`src/rtl/hazard_ctrl.sv`:
```
// Pipeline sequencer for the 5-stage RV32I core: forwarding selects,
// load-use / branch / IO-wait / debug-step stall and flush control.
module hazard_ctrl #(
    parameter int IO_LAT = 2,
    parameter int CNT_W  = 16
) (
    input  logic             clk,
    input  logic             rst,
    input  logic [4:0]       id_rs1,
    input  logic [4:0]       id_rs2,
    input  logic             id_use1,
    input  logic             id_use2,
    input  logic [4:0]       ex_rd,
    input  logic             ex_wen,
    input  logic             ex_is_load,
    input  logic [4:0]       ex_rs1,
    input  logic [4:0]       ex_rs2,
    input  logic [4:0]       mem_rd,
    input  logic             mem_wen,
    input  logic [4:0]       wb_rd,
    input  logic             wb_wen,
    input  logic             ex_branch,
    input  logic             mem_io,
    input  logic             step_mode,
    input  logic             step_req,
    output logic             pc_stall,
    output logic             if_id_stall,
    output logic             if_id_flush,
    output logic             id_ex_stall,
    output logic             id_ex_flush,
    output logic             ex_mem_stall,
    output logic             mem_wb_flush,
    output logic [1:0]       fwd_a,
    output logic [1:0]       fwd_b,
    output logic [1:0]       state,
    output logic [CNT_W-1:0] stall_cnt
);

    typedef enum logic [1:0] {
        RUN    = 2'd0,
        IOWAIT = 2'd1,
        HALT   = 2'd2
    } state_t;

    localparam int CW = (IO_LAT > 1) ? $clog2(IO_LAT) : 1;

    state_t        cur_st;
    state_t        nxt_st;
    logic [CW-1:0] io_cnt;
    logic          io_go;
    logic          load_use;

    assign state = cur_st;
    assign io_go = mem_io && (IO_LAT != 0);

    // MEM result is younger than WB, so it wins when both match.
    always_comb begin
        fwd_a = 2'b00;
        if (mem_wen && mem_rd != 5'd0 && mem_rd == ex_rs1)
            fwd_a = 2'b01;
        else if (wb_wen && wb_rd != 5'd0 && wb_rd == ex_rs1)
            fwd_a = 2'b10;
    end

    always_comb begin
        fwd_b = 2'b00;
        if (mem_wen && mem_rd != 5'd0 && mem_rd == ex_rs2)
            fwd_b = 2'b01;
        else if (wb_wen && wb_rd != 5'd0 && wb_rd == ex_rs2)
            fwd_b = 2'b10;
    end

    assign load_use = ex_is_load && ex_wen && ex_rd != 5'd0 &&
                      ((id_use1 && id_rs1 == ex_rd) ||
                       (id_use2 && id_rs2 == ex_rd));

    always_ff @(posedge clk) begin
        if (rst) begin
            cur_st <= RUN;
            io_cnt <= '0;
        end else begin
            cur_st <= nxt_st;
            if (cur_st == RUN && io_go)
                io_cnt <= CW'(IO_LAT - 1);
            else if (cur_st == IOWAIT && io_cnt != '0)
                io_cnt <= io_cnt - CW'(1);
        end
    end

    always_comb begin
        nxt_st = cur_st;
        unique case (cur_st)
            RUN: begin
                if (io_go)
                    nxt_st = IOWAIT;
                else if (step_mode)
                    nxt_st = HALT;
            end
            IOWAIT: begin
                if (io_cnt == '0)
                    nxt_st = RUN;
            end
            HALT: begin
                if (!step_mode || step_req)
                    nxt_st = RUN;
            end
            default: nxt_st = RUN;
        endcase
    end

    // Entry cycle of an IO wait masks branch/load-use; they re-evaluate later.
    always_comb begin
        pc_stall     = 1'b0;
        if_id_stall  = 1'b0;
        if_id_flush  = 1'b0;
        id_ex_stall  = 1'b0;
        id_ex_flush  = 1'b0;
        ex_mem_stall = 1'b0;
        mem_wb_flush = 1'b0;
        unique case (cur_st)
            RUN: begin
                if (io_go) begin
                    pc_stall = 1'b0;
                end else if (ex_branch) begin
                    if_id_flush = 1'b1;
                    id_ex_flush = 1'b1;
                end else if (load_use) begin
                    pc_stall    = 1'b1;
                    if_id_stall = 1'b1;
                    id_ex_flush = 1'b1;
                end
            end
            IOWAIT: begin
                pc_stall     = 1'b1;
                if_id_stall  = 1'b1;
                id_ex_stall  = 1'b1;
                ex_mem_stall = 1'b1;
                mem_wb_flush = 1'b1;
            end
            HALT: begin
                pc_stall    = 1'b1;
                if_id_stall = 1'b1;
                id_ex_flush = 1'b1;
            end
            default: pc_stall = 1'b0;
        endcase
    end

    always_ff @(posedge clk) begin
        if (rst)
            stall_cnt <= '0;
        else if (pc_stall && !(&stall_cnt))
            stall_cnt <= stall_cnt + CNT_W'(1);
    end

endmodule

```
`config.mk`:
```
export PLATFORM = sky130hd
export DESIGN_NAME = hazard_ctrl
export DESIGN_NICKNAME = d
export VERILOG_FILES = /design/src/rtl/hazard_ctrl.sv
export SDC_FILE = /design/constraint.sdc
export NUM_CORES = 1
export LEC_CHECK = 0
export ABC_AREA = 1
export CAP_MARGIN = 5
export CORE_ASPECT_RATIO = 1.1
export CORE_MARGIN = 3
export CORE_UTILIZATION = 46
export DETAILED_ROUTE_END_ITERATION = 7
export MAX_ROUTING_LAYER = met4
export PLACE_DENSITY = 0.87
export SETUP_SLACK_MARGIN = 0.1
export SKIP_LAST_GASP = 1
export SLEW_MARGIN = 10
export SYNTH_ARGS = -nofsm -noshare
export SYNTH_HDL_FRONTEND = slang
export SYNTH_SLANG_ARGS = --single-unit
export TNS_END_PERCENT = 30
```
`constraint.sdc`:
```
create_clock -name clk -period 3.4 [get_ports clk]
set_input_delay 1.02 -clock clk [delete_from_list [all_inputs] [get_ports clk]]
set_output_delay 1.02 -clock clk [all_outputs]
set_load 0.005 [all_outputs]
```
* After elaboration in Yosys (flattened, before gate mapping)
Index checks and enable logic that the tools add are counted.
** Word-level totals
- Register bits :: 19
- Input port bits :: 47
- Output and inout port bits :: 29
- Word-level logic and storage cells :: 64
** Cells by class
- Add/subtract/negate cells :: 2
- Equal/unequal tests :: 11
- Muxes and demuxes :: 22
- Reduce and logical (&&, ||, !) cells :: 26
** Operators by type and width (number)
- $eq A5 B5 Y1 :: 6
- $add A16 B1 Y16 const B :: 1
- $mux W2 :: 8
- $reduce_and A16 Y1 :: 1
- $reduce_bool A5 Y1 :: 3
- $logic_and A1 B1 Y1 :: 14
- $mux W1 :: 11
- $pmux W2 S3 :: 1
- $ne A2 B2 Y1 const B :: 2
- $pmux W1 S2 :: 2
- $ne A3 B3 Y1 const B :: 1
- $reduce_and A3 Y1 :: 1
- $eq A2 B1 Y1 const B :: 1
- $eq A2 B2 Y1 const B :: 1
- $logic_not A1 Y1 :: 2
- $logic_not A2 Y1 :: 1
- $logic_or A1 B1 Y1 :: 2
- $reduce_bool A2 Y1 :: 1
- $reduce_or A2 Y1 :: 1
- $sub A1 B1 Y1 const B :: 1

* Depth between registers and ports, before layout
- Depth in word-level cells :: 9
- Gate-level depth with buffers :: 12
- Depth with buffers taken out :: 12

* Least setup slack after synthesis
No wires, ideal clock.
- Kind :: input to output
- From :: in mem_rd[0]
- To :: out fwd_a[1]
- Arrival :: 1839 ps
- Data required time :: 2380 ps
- Slack :: 541 ps
- Stages on the path :: 4
- Path buffers :: 0
- Cell sequence :: or2_2 > o41ai_1 > nor4_1 > nor2_1
** On the way
- Word-level cells in the longest chain between the ends :: 4
- Elaborated cells between the ends (all ways) :: 5
- Classes of those cells :: eq/ne: 1; mux: 1; reduce/logical: 3
** Ends and longest elaborated chain
- start, declared :: RTL line 18 : input logic [4:0] mem_rd,
- $reduce_bool A5 Y1 :: RTL line 59 : if (mem_wen && mem_rd != 5'd0 && mem_rd == ex_rs1)
- $logic_and A1 B1 Y1 :: RTL line 59
- $logic_and A1 B1 Y1 (*) :: RTL line 59
- $mux W2 (*) :: RTL line 59
- end, declared :: RTL line 33 : output logic [1:0] fwd_a,
Mark *: on every way between the ends. The rest lies on a longest branch, timed or not.

* Worst setup path in the final report
- From :: in ex_rs1[2]
- To :: out fwd_a[0]
** On the way
- Word-level cells in the longest chain between the ends :: 3
** Ends and longest elaborated chain
- start, declared :: RTL line 16 : input logic [4:0] ex_rs1,
- $eq A5 B5 Y1 :: RTL line 59
- $logic_and A1 B1 Y1 :: RTL line 59
- $mux W2 :: RTL line 59
Every way passes these cells.

==> results.cfg <==
[setup_path]
crit_path_end_kind = primary output
worstPathRequired_ns = 2.38
start_kind = primary input
crit_arrival_ns = 2.31
critPathMaxFanout = 2
critPathKind = in2out

[clock_tree]
cts_made_buffers = 3
ctsHtreeMaxLevel = 1
clock-root-buffer = clkbuf_4
path_clk_slew_ns = 0.10
clock-sinks = 19
clock_path_buffers = 2
clkLatencyLatePin_ns = 0.31
cts_hold_buffers = 0
cts_tree = done

[synthesis]
ys_warn_count = 0
yosysSeqAreaShare_pct = 21.9
syn_nets = 325
netlist_area_um2 = 1740
synthDistinctLibCells = 30
ys_ff_latch = 19
synth_cells = 273
avgSynthCellArea_um2 = 6.36

[die]
die-width_um = 64.6
core_area_um2 = 3470
fp-row-count = 22
ios = 76
fp.dieArea_um2 = 4550
start_util_pct = 50.0
die_h_um = 70.4

[global_routing]
grt_pass1_wl_um = 8870
antenna_found_initial = 0
grt_overflow = 0
grt_pass1_vias = 2033
track_usage_pct = 24.7
grt_max_degree = 19

[power]
clock_power_share_pct = 16.8
p_comb_share_pct = 47.3
powerDensity_nw_per_um2 = 253
power.total_mw = 0.697
seq_power_share_pct = 35.9
p_int_mw = 0.437
p_sw_share_pct = 37.2
p_leak_nw = 1.33
p_sw_mw = 0.260
irDropWorstVdd_mv = 0.193

[timing]
max-slew-margin-rel_pct = 56.2
drv_slew = 0
grt_setup_unrepaired = yes
period_share_pct = 97.9
worstMarginPinSlew_ns = 0.655
fmax_ghz = 0.300
setup_viol_count_final = 0
finalHoldViolCount = 0
period_needed_ns = 3.33
clock_skew_ns = 0.00685

[route]
ant_nets = 0
routed_wirelength_um = 5810
drc = 0
wl_per_cell_um = 14.2
vias = 2108
drtIter0Drc = 126
viasPerCell = 5.15
drt_first_pass_iters = 4

[flow_run]
drv_cap = 0

[finish]
layout.nets = 414
num_antenna_cells = 0
fin_util_pct = 79.5
drive_gt1_share_pct = 16.6
area_growth_pct = 58.8

[status]
outcome = finished clean

[place]
gp_congestion = 0.929
place.detailed.hpwl_um = 4220
portBuffers = 75

[worst_hold_path]
hp-class = reg2reg
cell usage in the layout, fill, tap and decap left out, types with 2 or more instances in the layout:
cell type	synthesis	final
or2_4	0	2
clkbuf_2	0	4
clkdlybuf4s15_1	0	5
inv_2	5	5
clkdlybuf4s50_1	0	33
nand3_2	0	3
clkbuf_4	0	3
nand2_1	69	67
xor2_1	21	21
nand4_1	17	17
nor2_2	0	3
dlygate4sd2_1	0	13
nand2_2	3	5
nand3_1	11	8
dlymetal6s2s_1	0	16
xnor2_2	0	3
nor4_1	4	2
xnor2_1	9	6
inv_1	33	33
a21oi_1	18	17
buf_4	3	17
nor4_4	0	2
buf_2	1	4
nor2_1	31	28
ha_1	5	5
o21ai_0	5	5
dfxtp_1	19	19
cell usage after synthesis:
cell type | n | area (µm²)
dfxtp_1 | 19 | 380
buf_6 | 1 | 11.3
clkinv_2 | 1 | 5.00
nand3_1 | 11 | 55.1
or2_2 | 2 | 12.5
nor4_1 | 4 | 25.0
xnor2_1 | 9 | 78.8
o211ai_1 | 1 | 7.51
nand2_2 | 3 | 18.8
a21oi_1 | 18 | 90.1
inv_2 | 5 | 18.8
nand4_4 | 1 | 21.3
nand3b_1 | 1 | 7.51
o41ai_1 | 2 | 17.5
xor2_1 | 21 | 184
nor3_1 | 1 | 5.00
nor2_1 | 31 | 116
nand4_1 | 17 | 106
ha_1 | 5 | 62.6
nor3_4 | 1 | 16.3
nor3_2 | 1 | 10.0
o21ai_0 | 5 | 25.0
a311o_1 | 1 | 10.0
nand2_1 | 69 | 259
nand3_4 | 1 | 17.5
inv_1 | 33 | 124
clkbuf_1 | 4 | 15.0
buf_2 | 1 | 5.00
buf_4 | 3 | 22.5
a211oi_1 | 1 | 7.51
registers in the layout, summed over array words and instances, names as in the netlist:
name,cells
stall_cnt,16
state,2
io_cnt,1
worst max-delay path, cell delays in order:
cell and delay, ns:
clkdlybuf4s15_1 0.25, xnor2_2 0.24, nand3_2 0.12, nor4_4 0.31, buf_4 0.15, dlygate4sd2_1 0.22
stage by stage:
step / setup TNS, ns / cells / setup slack [ns] / hold slack [ns] / area, µm²
6_report: 0 / 409 / 0.0703 / 0.477 / 2760
5_1_grt: 0 / 409 / 0.0155 / 0.510 / 2760
4_1_cts: -0.380 / 408 / -0.109 / 0.481 / 2670
3_5_place_dp: -3.47 / 402 / -0.535 / 0.464 / 2610
3_3_place_gp: -3.08 / 402 / -0.461 / 0.456 / 2610
2_1_floorplan: 0 / 273 / 0.541 / 0.439 / 1740
per-layer routing:
metal / routed length [µm] / track usage (%) / vias up
li1: - / - / 1059
met1: 2240 / 27.3 / 954
met2: 3090 / 42.9 / 77
met3: 272 / 5.31 / 18
met4: 212 / 9.39 / 0
met5: 0 / - / -
cell families (layout without fill, tap and decap cells):
logic type / count (synthesis) / in the layout / synth area share, %
simple gates: 143 / 143 / 38.6
flops: 19 / 19 / 21.9
compound gates: 28 / 28 / 9.08
fa+ha+maj: 5 / 5 / 3.60
xor+xnor: 30 / 30 / 15.1
buf+inv: 48 / 136 / 11.6
final timing paths:
check / slack (ns) / cells past startpoint / endpoint / from
setup / recovery: 0.07 / 6 / fwd_a[0] / ex_rs1[2]
hold / removal: 0.48 / 2 / io_cnt / io_cnt
setup reg to reg: 1.42 / 12 / stall_cnt[3] / state[1]
hold reg to reg: 0.48 / 2 / io_cnt / io_cnt
power groups by stage:
stage	clock (mW)	sequential [mW]	combinational (mW)
finish	0.117	0.250	0.330
global route	0.132	0.252	0.360
CTS	0.121	0.250	0.315
detailed placement	0	0.255	0.319
global placement	0	0.254	0.313
floorplan	0	0.253	0.162
layout make-up:
type | count | area [µm²]
well taps | 48 | 60.1
fillers | 242 | 712
clock buffers | 4 | 26.3
flip-flops and latches | 19 | 380
repair buffers | 93 | 873
inverters | 39 | 148
multi-input cells | 206 | 1270
what timing repair did:
item / 4_1_cts / 5_1_grt
gates cloned: 0 / 0
resized for setup: 41 / 48
setup buffers: 2 / 1
pin swaps: 13 / 21
endpoints found under the setup margin: 8 / 8
Power figures use the tool's default switching activity.
